===== config.mk =====
export PLATFORM = sky130hd
export DESIGN_NAME = lane_dispatch_rr
export DESIGN_NICKNAME = d
export VERILOG_FILES = /design/src/rtl/lane_dispatch_pkg.sv /design/src/rtl/lane_dispatch_slot.sv /design/src/rtl/lane_dispatch_rr.sv
export SDC_FILE = /design/constraint.sdc
export NUM_CORES = 1
export LEC_CHECK = 0
export ABC_AREA = 1
export BUFFER_PORTS_ARGS = -buffer_cell sky130_fd_sc_hd__buf_2
export CAP_MARGIN = 20
export CORE_MARGIN = 5
export CORE_UTILIZATION = 32
export CTS_BUF_LIST = sky130_fd_sc_hd__clkbuf_2
export DETAILED_ROUTE_END_ITERATION = 10
export HOLD_SLACK_MARGIN = 0.02
export SETUP_SLACK_MARGIN = 0.1
export SLEW_MARGIN = 0
export SYNTH_ARGS = -nofsm -noshare
export SYNTH_HDL_FRONTEND = slang
export SYNTH_SLANG_ARGS = --single-unit

===== constraint.sdc =====
create_clock -name clk -period 3.25 [get_ports clk]
set_input_delay 0.1625 -clock clk [delete_from_list [all_inputs] [get_ports clk]]
set_output_delay 0.1625 -clock clk [all_outputs]
set_load 0.1 [all_outputs]

===== src/rtl/lane_dispatch_pkg.sv =====
// Shared definitions for the round-robin lane dispatcher.
//   NUM_LANES_DEF / DATA_W_DEF / CNT_W_DEF : default parameter values
//   lane_idx_t                             : lane index type for the default lane count
//   next_lane()                            : successor lane index with an explicit wrap
package lane_dispatch_pkg;

  localparam int NUM_LANES_DEF = 5;
  localparam int DATA_W_DEF    = 8;
  localparam int CNT_W_DEF     = 16;

  typedef logic [$clog2(NUM_LANES_DEF)-1:0] lane_idx_t;

  // Wraps by comparison rather than by masking, so lane counts that are not
  // powers of two cycle correctly.
  function automatic int unsigned next_lane(input int unsigned idx, input int unsigned n);
    return (idx == n - 1) ? 0 : idx + 1;
  endfunction

endpackage


===== src/rtl/lane_dispatch_slot.sv =====
// One-entry output register for a single dispatcher lane.
//   clk     : clock
//   rst     : synchronous active-high reset, clears valid and data
//   i_load  : capture i_data this cycle (wins over a concurrent drain)
//   i_data  : payload to capture
//   i_ready : downstream ready for this lane
//   o_valid : lane holds an item
//   o_data  : held payload (keeps its last value after draining)
module lane_dispatch_slot #(
  parameter int DATA_W = 8
) (
  input  logic              clk,
  input  logic              rst,
  input  logic              i_load,
  input  logic [DATA_W-1:0] i_data,
  input  logic              i_ready,
  output logic              o_valid,
  output logic [DATA_W-1:0] o_data
);

  logic              r_valid;
  logic [DATA_W-1:0] r_data;

  always_ff @(posedge clk) begin
    if (rst) begin
      r_valid <= 1'b0;
      r_data  <= '0;
    end else if (i_load) begin
      // A reload in the same cycle as a drain replaces the old item.
      r_valid <= 1'b1;
      r_data  <= i_data;
    end else if (r_valid && i_ready) begin
      r_valid <= 1'b0;
    end
  end

  assign o_valid = r_valid;
  assign o_data  = r_data;

endmodule


===== src/rtl/lane_dispatch_rr.sv =====
// Round-robin dispatcher: spreads one valid/ready stream over NUM_LANES
// one-entry lanes, skipping lanes that are full and not draining.
//   clk        : clock
//   rst        : synchronous active-high reset
//   in_valid   : upstream item valid
//   in_data    : upstream payload
//   in_ready   : an item is accepted this cycle if in_valid is also high
//   out_valid  : per-lane valid, bit i = lane i
//   out_data   : per-lane payload, lane i at [i*DATA_W +: DATA_W]
//   out_ready  : per-lane downstream ready
//   disp_count : number of accepted items, wrapping
//   last_lane  : lane index of the most recently accepted item
module lane_dispatch_rr
  import lane_dispatch_pkg::*;
#(
  parameter int NUM_LANES = NUM_LANES_DEF,
  parameter int DATA_W    = DATA_W_DEF,
  parameter int CNT_W     = CNT_W_DEF
) (
  input  logic                        clk,
  input  logic                        rst,
  input  logic                        in_valid,
  input  logic [DATA_W-1:0]           in_data,
  output logic                        in_ready,
  output logic [NUM_LANES-1:0]        out_valid,
  output logic [NUM_LANES*DATA_W-1:0] out_data,
  input  logic [NUM_LANES-1:0]        out_ready,
  output logic [CNT_W-1:0]            disp_count,
  output logic [$clog2(NUM_LANES)-1:0] last_lane
);

  localparam int IDX_W = $clog2(NUM_LANES);

  logic [IDX_W-1:0]     r_ptr;
  logic [CNT_W-1:0]     r_count;
  logic [IDX_W-1:0]     r_last;

  logic [NUM_LANES-1:0] w_free;
  logic [NUM_LANES-1:0] w_load;
  logic [IDX_W-1:0]     w_sel;
  logic [IDX_W:0]       w_sum;
  logic [IDX_W-1:0]     w_idx;
  logic                 w_found;
  logic                 w_accept;

  // A lane being drained this cycle can take a new item immediately.
  assign w_free = ~out_valid | out_ready;

  // Circular priority search starting at r_ptr. The sum carries one extra
  // bit so ptr+k never overflows before the explicit wrap.
  always_comb begin
    w_sel   = '0;
    w_found = 1'b0;
    w_sum   = '0;
    w_idx   = '0;
    for (int k = 0; k < NUM_LANES; k++) begin
      w_sum = {1'b0, r_ptr} + (IDX_W+1)'(k);
      if (w_sum >= (IDX_W+1)'(NUM_LANES)) begin
        w_sum = w_sum - (IDX_W+1)'(NUM_LANES);
      end
      w_idx = w_sum[IDX_W-1:0];
      if (!w_found && w_free[w_idx]) begin
        w_found = 1'b1;
        w_sel   = w_idx;
      end
    end
  end

  assign in_ready = w_found & ~rst;
  assign w_accept = in_valid & in_ready;

  generate
    for (genvar gi = 0; gi < NUM_LANES; gi++) begin : g_lane
      assign w_load[gi] = w_accept && (w_sel == IDX_W'(gi));

      lane_dispatch_slot #(
        .DATA_W (DATA_W)
      ) u_slot (
        .clk     (clk),
        .rst     (rst),
        .i_load  (w_load[gi]),
        .i_data  (in_data),
        .i_ready (out_ready[gi]),
        .o_valid (out_valid[gi]),
        .o_data  (out_data[gi*DATA_W +: DATA_W])
      );
    end
  endgenerate

  always_ff @(posedge clk) begin
    if (rst) begin
      r_ptr   <= '0;
      r_count <= '0;
      r_last  <= '0;
    end else if (w_accept) begin
      r_ptr   <= IDX_W'(next_lane(32'(w_sel), 32'(NUM_LANES)));
      r_count <= r_count + 1'b1;
      r_last  <= w_sel;
    end
  end

  assign disp_count = r_count;
  assign last_lane  = r_last;

endmodule


==> reports/metrics.yaml, run 1 <==
outcome:
  status: "complete, no violations"
sta:
  min_period_ns: 3.25
  hold_viol: 0
  setup_ws_ns: 0.00389
  slew_headroom_pct: 57.0
  max_freq_ghz: 0.308
  rsz0062_at_grt: "true"
  setup_viol: 0
  fin_skew_ns: 0.0158
  slew_viol_final: 0
  holdWs_ns: 0.0541
  fin_crit_sh_pct: 99.9
  tightest_slew_ns: 0.644
  tns_ns: 0
grt:
  grt_overflow: 0
  grt.met2_usage_pct: 26.5
  grt_max_degree: 43
  grt_antenna_before_repair: 0
  busiest_layer: "met2"
  gr-usage-met3_pct: 4.91
  use_met1_pct: 19.5
  grt_usage_pct: 16.1
  grt_pass1_wl_um: 18900
  grt_pass1_vias: 3900
synth:
  synth_enable_flop_cells: 0
  ys_seq_area_share_pct: 34.3
  syn_area_sq_mm: 0.00391
  synthArstFlopShare_pct: 0
  synth_top_cell_area_share_pct: 34.3
  yosysTopAreaCell: "dfxtp_1"
  yosysMostFrequentCell: "nand2_1"
  synth_cell_types: 36
  syn-mean-instance-area_sq_um: 6.93
  synth_nets: 594
  yosys_warnings: 0
  ys_ff_latch: 67
  synth_area_leaders: "dfxtp_1, nand2_1, nor2_1"
  ys_top_cells_by_count: "nand2_1, nor2_1, dfxtp_1, inv_1, nand4_1"
  ys.flop_type: "dfxtp_1"
  syn_inst: 564
placed_design:
  place_ws_ns: -0.0529
  gp_congestion: 0.846
  hpwl_um: 8380
  io_buffers: 80
floorplan:
  ios: 81
  die_w_um: 121
  core-area_sq_mm: 0.0120
  start_util_pct: 32.5
  die_area_sq_mm: 0.0145
  die_h_um: 121
  core.rowCount: 40
pwr:
  leakage_uw: 0.00249
  ir_drop_v: 0.000412
  powerDensity_mw_per_mm2: 1080
clock_network:
  cts_root_buffer: "clkbuf_2"
  htreeDepth: 3
  cts_tree: "done"
  cts.reportedPaths.clkPinSlew_ns: 0.18
  cts.sinks: 67
  clock_latency_ns: 0.51
  clockBufferDepth: 2
  cts_buffers: 9
setup_path:
  crit_required_ns: 3.65
  crit_type: "reg -> reg"
  r2r_setup_slack_ns: 0.004
  endpoint_kind: "flop"
  cp-start-kind: "flop"
  worstPathArrival_ns: 3.64
  critPathMaxFanout: 5
final_layout:
  synthToLayoutAreaGrowth_pct: 39.3
  fin_nets: 723
  drive_gt1_share_pct: 37.4
  diodes: 0
  fill_cells: 1175
detailed_routing:
  vias: 4242
  ant_nets: 0
  drc_errors: 0
  drt-total-wl_um: 12700
  drtIter0Drc: 283
  dr.pass1.iters: 4
  wl_per_cell_um: 15.0
  vias_per_cell: 5.03
min_path:
  hp-class: "in -> reg"
run:
  drv_cap: 0
-- cells by family (layout without fill, tap and decap cells) --
family | count (synthesis) | after routing | synth area share [%]
adders and majority gates | 14 | 14 | 4.67
DFF | 67 | 67 | 34.3
buffers and inverters | 95 | 221 | 10.7
xor gates and xnor gates | 9 | 9 | 2.40
AOI/OAI and AO/OA | 66 | 66 | 10.1
and+or+nand+nor | 313 | 319 | 37.7
-- timing repair --
action                                  in CTS  in global routing
hold endpoints to repair                    11                  0
cloned                                       3                  5
resized for setup                           35                 89
pin swaps                                   11                 64
hold buffers                                11                  0
endpoints found under the setup margin      47                 61
setup buffers                                7                 22
-- routing by layer --
metal	share of wire (%)	vias to the layer above
met4	2.6	0
met3	6.8	25
met5	0	-
met2	50	142
met1	41	1990
li1	-	2085
-- critical path, stage by stage, from the launching register on --
cell	delay, ns
dfxtp_4	0.43
clkinvlp_4	0.17
ha_4	0.22
ha_4	0.16
nand2_4	0.09
xor2_2	0.22
inv_2	0.09
o21ai_1	0.20
o21ai_1	0.12
o21ai_2	0.27
nand3b_4	0.15
inv_2	0.09
nand2_1	0.09
nand2_4	0.13
inv_4	0.06
ha_4	0.16
ha_4	0.20
nand2_4	0.08
nor2_1	0.04
a21oi_1	0.12
nor2_1	0.05
-- layout by cell type (no fill, tap or decap), types with 3 or more instances in the layout --
master / synthesis / layout
nand2_1: 110 / 95
nor2_1: 103 / 89
buf_2: 6 / 79
dfxtp_1: 67 / 64
inv_1: 60 / 49
nand4_1: 36 / 36
buf_4: 8 / 36
a21oi_1: 30 / 26
nand3_1: 31 / 25
inv_2: 8 / 14
nand2_2: 5 / 13
nor2_2: 0 / 13
nand2_4: 4 / 12
dlygate4sd3_1: 0 / 11
o21ai_1: 9 / 10
o21ai_0: 13 / 10
ha_4: 0 / 10
clkbuf_2: 0 / 10
nor2_4: 5 / 9
o21ai_2: 9 / 9
buf_6: 3 / 8
nand3_2: 5 / 7
nor3_1: 6 / 6
nand3_4: 1 / 5
a21oi_2: 1 / 5
xnor2_1: 5 / 5
inv_6: 0 / 3
xor2_2: 2 / 3
nand3b_1: 3 / 3
buf_12: 0 / 3
-- state kept, by name (all words and copies together), names as in the netlist --
register / flops
disp_count: 16
g_lane.u_slot.o_data: 40
g_lane.u_slot.o_valid: 5
last_lane: 3
r_ptr: 3
-- final cells by class --
type	instances	area [sq um]	area share, %
well taps	147	184	3.38
clock inverters	4	43.8	0.804
clock buffers	10	50.0	0.919
multi-input cells	408	2590	47.6
repair inverters	1	8.76	0.161
inverters	69	290	5.33
repair buffers	137	926	17.0
flip-flops and latches	67	1350	24.8
-- stage by stage --
stage | total power, uW | utilization, % | std cells | cell area (sq um)
floorplan | 3800 | - | 564 | 3940
global placement | 4380 | 37.3 | 781 | 4480
detailed placement | 4440 | 37.3 | 781 | 4480
CTS | 5160 | 40.7 | 816 | 4880
global route | 6220 | 45.3 | 843 | 5450
finish | 5880 | 45.3 | 843 | 5450
-- worst paths after layout --
path | from | to | cells after the start
worst max-delay path | r_ptr[1]$_SDFFE_PP0P_ | g_lane[3].u_slot.o_data[6]$_SDFFE_PP0P_ | 20
worst min-delay path | rst | g_lane[1].u_slot.o_valid$_SDFFE_PP0P_ | 2
worst max register to register | r_ptr[1]$_SDFFE_PP0P_ | g_lane[3].u_slot.o_data[6]$_SDFFE_PP0P_ | 20
worst min register to register | g_lane[1].u_slot.o_data[2]$_SDFFE_PP0P_ | g_lane[1].u_slot.o_data[2]$_SDFFE_PP0P_ | 2
-- power by group --
group          internal [uW]  switching (uW)
Clock                    168             292
Combinational           1310            2990
Sequential              1010             115
Note: power is estimated with default switching activity, not from simulation.
==> inputs of run 2 (changes only) <==
--- a/config.mk
+++ b/config.mk
@@ -17,4 +17,5 @@
 export SLEW_MARGIN = 0
 export SYNTH_ARGS = -nofsm -noshare
 export SYNTH_HDL_FRONTEND = slang
+export SYNTH_HIERARCHICAL = 1
 export SYNTH_SLANG_ARGS = --single-unit
==> reports/metrics.yaml, run 2 <==
detailed_routing:
  vias: 4187  # -1.3%
  ant_nets: 0  # unchanged
  dr.pass1.iters: 5  # +1
  drt-total-wl_um: 12300  # -2.8%
  drc_errors: 0  # unchanged
  drtIter0Drc: 204  # -28%
  wl_per_cell_um: 14.5  # -3.4%
  vias_per_cell: 4.94  # -1.9%
pwr:
  p_sw_share_pct: 56.4  # -1.4 points
  power_frac_seq_pct: 19.9  # +0.8 points
  combinationalPowerShare_pct: 69.7  # -3.4 points
  leakage_uw: 0.00253  # +1.5%
  clkPwrFrac_pct: 10.4  # +2.6 points
  ir_drop_v: 0.00103  # +150%
  switchingPower_uw: 3160  # -7.1%
  powerDensity_mw_per_mm2: 1010  # -6.6%
  intPower_uw: 2440  # -1.7%
placed_design:
  hpwl_um: 8490  # +1.3%
  io_buffers: 80  # unchanged
  gp_congestion: 0.902  # +6.6%
  placedCellCount: 791  # +1.3%
  place_area_sq_mm: 0.00441  # -1.5%
sta:
  max_freq_ghz: 0.317  # +3.0%
  rsz0062_at_grt: "true"
  tns_ns: 0  # unchanged
  fin_skew_ns: 0.0423  # +0.0265 ns
  slew_viol_final: 0  # unchanged
  setup_viol: 0  # unchanged
  slew_headroom_pct: 64.6  # +7.6 points
  min_period_ns: 3.15  # -0.0949 ns
  tightest_slew_ns: 0.530  # -0.114 ns
  fin_crit_sh_pct: 97.0  # -2.9 points
  hold_viol: 0  # unchanged
grt:
  grt.met2_usage_pct: 28.4  # +1.9 points
  grt_usage_pct: 16.2  # +0.17 points
  grt_pass1_wl_um: 19000  # +0.40%
  grt_overflow: 0  # unchanged
  grt_pass1_vias: 3982  # +2.1%
  grt_max_degree: 28  # -35%
  busiest_layer: "met2"
  grt_antenna_before_repair: 0  # unchanged
  use_met1_pct: 19.0  # -0.48 points
  gr-usage-met3_pct: 3.80  # -1.1 points
floorplan:
  start_util_pct: 32.7  # +0.15 points
  ios: 81  # unchanged
  die_area_sq_mm: 0.0139  # -4.1%
  die_w_um: 118  # -2.1%
  core.rowCount: 39  # -2.5%
  die_h_um: 118  # -2.1%
  core-area_sq_mm: 0.0114  # -4.9%
setup_path:
  cp_num_buf_inv: 7  # +3
  crit_required_ns: 3.68  # +0.03 ns
  critPathMaxFanout: 6  # +1
  crit_family: "simple AND/OR/NAND/NOR gates"
  worstPathArrival_ns: 3.58  # -0.06 ns
  cp-start-kind: "flop"
  endpoint_kind: "flop"
  cp_slowest_cell: "dfxtp_4"
  crit_type: "reg -> reg"
  cpPeakStageDelay_ns: 0.45  # +0.02 ns
  critical_path.most_common_cell: "nand2_1"
  cp_cell_sequence: "ha_4 > inv_2 > fa_2 > buf_6 > o22ai_4 > inv_2 > buf_4 > o31ai_2 > nand2_1 > nor2_2 > nand2_1 > nand2_1 > nand3_4 > inv_4 > ha_4 > nand2_4 > nor2_4 > buf_8 > clkinv_8 > nor2_4 > nor2_1"
final_layout:
  fin_cells: 848  # +0.59%
  mostFrequentLayoutCell: "nand2_1"
  synthToLayoutAreaGrowth_pct: 48.7
  fin_nets: 731  # +1.1%
  final_core_util_pct: 48.6  # +3.3 points
  multi_input_area_sq_mm: 0.00262  # +1.2%
  fin_area_sq_mm: 0.00555  # +1.9%
  drive_gt1_share_pct: 40.1  # +2.8 points
  layout_common_cells: "nand2_1, nor2_1, buf_2, dfxtp_1, inv_1"
  largest_reg_flops: 40  # unchanged
  seq_area_sq_mm: 0.00135  # unchanged
  fill_cells: 1133  # -3.6%
  diodes: 0  # unchanged
synth:
  synth_top_cell_area_share_pct: 35.9  # +1.6 points
  yosysTopAreaCell: "dfxtp_1"
  syn_inst: 557  # -1.2%
  synth_nets: 588  # -1.0%
  syn_area_sq_mm: 0.00373  # -4.5%
  ys.flop_type: "dfxtp_1"
  yosys_warnings: 6  # +6
  syn-mean-instance-area_sq_um: 6.70  # -3.3%
  ys_top_cells_by_count: "nand2_1, nor2_1, dfxtp_1, inv_1, o21ai_0"
  ys_ff_latch: 67  # unchanged
  synth_enable_flop_cells: 0  # unchanged
  synthArstFlopShare_pct: 0  # unchanged
  ys_seq_area_share_pct: 35.9  # +1.6 points
  synth_cell_types: 32  # -11%
  synth_area_leaders: "dfxtp_1, nand2_1, nor2_1"
  yosysMostFrequentCell: "nand2_1"
min_path:
  hp-class: "in -> reg"
clock_network:
  cts_tree: "done"
  htreeDepth: 3  # unchanged
  clockBufferDepth: 2  # unchanged
  cts.reportedPaths.clkPinSlew_ns: 0.22  # +0.04 ns
  cts_buffers: 9  # unchanged
  cts.sinks: 67  # unchanged
  cts_root_buffer: "clkbuf_2"
  clock_latency_ns: 0.53  # +0.02 ns
run:
  drv_cap: 0  # unchanged
outcome:
  status: "complete, no violations"
## run 2: logic make-up after synthesis
kind of cell | count (synthesis) | share of synthesized area [%]
flops | 67 | 35.9
compound gates | 89 | 12.7
xor+xnor | 10 | 2.35
fa+ha+maj | 15 | 5.23
buf+inv | 80 | 8.95
simple gates | 296 | 34.9
## run 2: worst reg2reg max path: cells and delay by family (launching register included)
kind / cells / cell delay [ns]
buffers and inverters: 7 / 0.81
adders and majority gates: 3 / 0.67
and+or+nand+nor: 9 / 0.89
AOI/OAI and AO/OA: 2 / 0.25
DFF: 1 / 0.45
## run 2: power by group through the flow
stage	sequential, uW	clock [uW]	combinational [uW]
floorplan	2150	0	1170
global placement	1100	0	2800
detailed placement	1100	0	2830
CTS	1090	598	3040
global route	1130	639	4200
finish	1110	583	3900
## run 2: timing repair
| action | CTS | global route |
|---|---|---|
| endpoints found under the setup margin | 48 | 48 |
| resized for setup | 49 | 160 |
| endpoints found under the hold margin | 45 | 0 |
| buffers inserted | 3 | 21 |
| hold buffers | 13 | 0 |
| gates cloned | 1 | 3 |
| pin swaps | 8 | 63 |
## run 2: metal layers
metal  vias to the layer above  routed length, um
met5                         -                  0
met1                      1968               5030
li1                       2096                  -
met3                        18                649
met4                         0                246
met2                       105               6370
## run 2: path summary, 6_finish.rpt
kind,startpoint,end,slack [ns],cells after the start
worst min-delay path,rst,g_lane[2].u_slot/o_valid$_SDFFE_PP0P_,0.09,2
worst max register to register,r_ptr[1]$_SDFFE_PP0P_,g_lane[2].u_slot/o_data[3]$_SDFFE_PP0P_,0.1,21
worst max-delay path,r_ptr[1]$_SDFFE_PP0P_,g_lane[2].u_slot/o_data[3]$_SDFFE_PP0P_,0.1,21
worst min register to register,g_lane[1].u_slot/o_valid$_SDFFE_PP0P_,g_lane[1].u_slot/o_valid$_SDFFE_PP0P_,0.50,2
## run 2: stage by stage
| stage | hold slack [ns] | setup WS, ns | power, uW |
|---|---|---|---|
| after detailed placement | 0.453 | -0.166 | 3930 |
| after floorplan | 0.225 | 0.146 | 3320 |
| final | 0.0865 | 0.0987 | 5600 |
| after CTS | 0.0398 | 0.0756 | 4730 |
| after global placement | 0.448 | -0.0225 | 3890 |
| after global routing | 0.0249 | -0.0619 | 5960 |
## run 2: cell type report
cell class / instances / area share [%]
multi-input combinational: 410 / 47.3
sequential: 67 / 24.3
timing repair buffer: 135 / 16.4
inverter: 74 / 5.75
tap: 143 / 3.22
clock inverter: 7 / 1.78
clock buffer: 9 / 0.812
timing repair inverter: 3 / 0.473
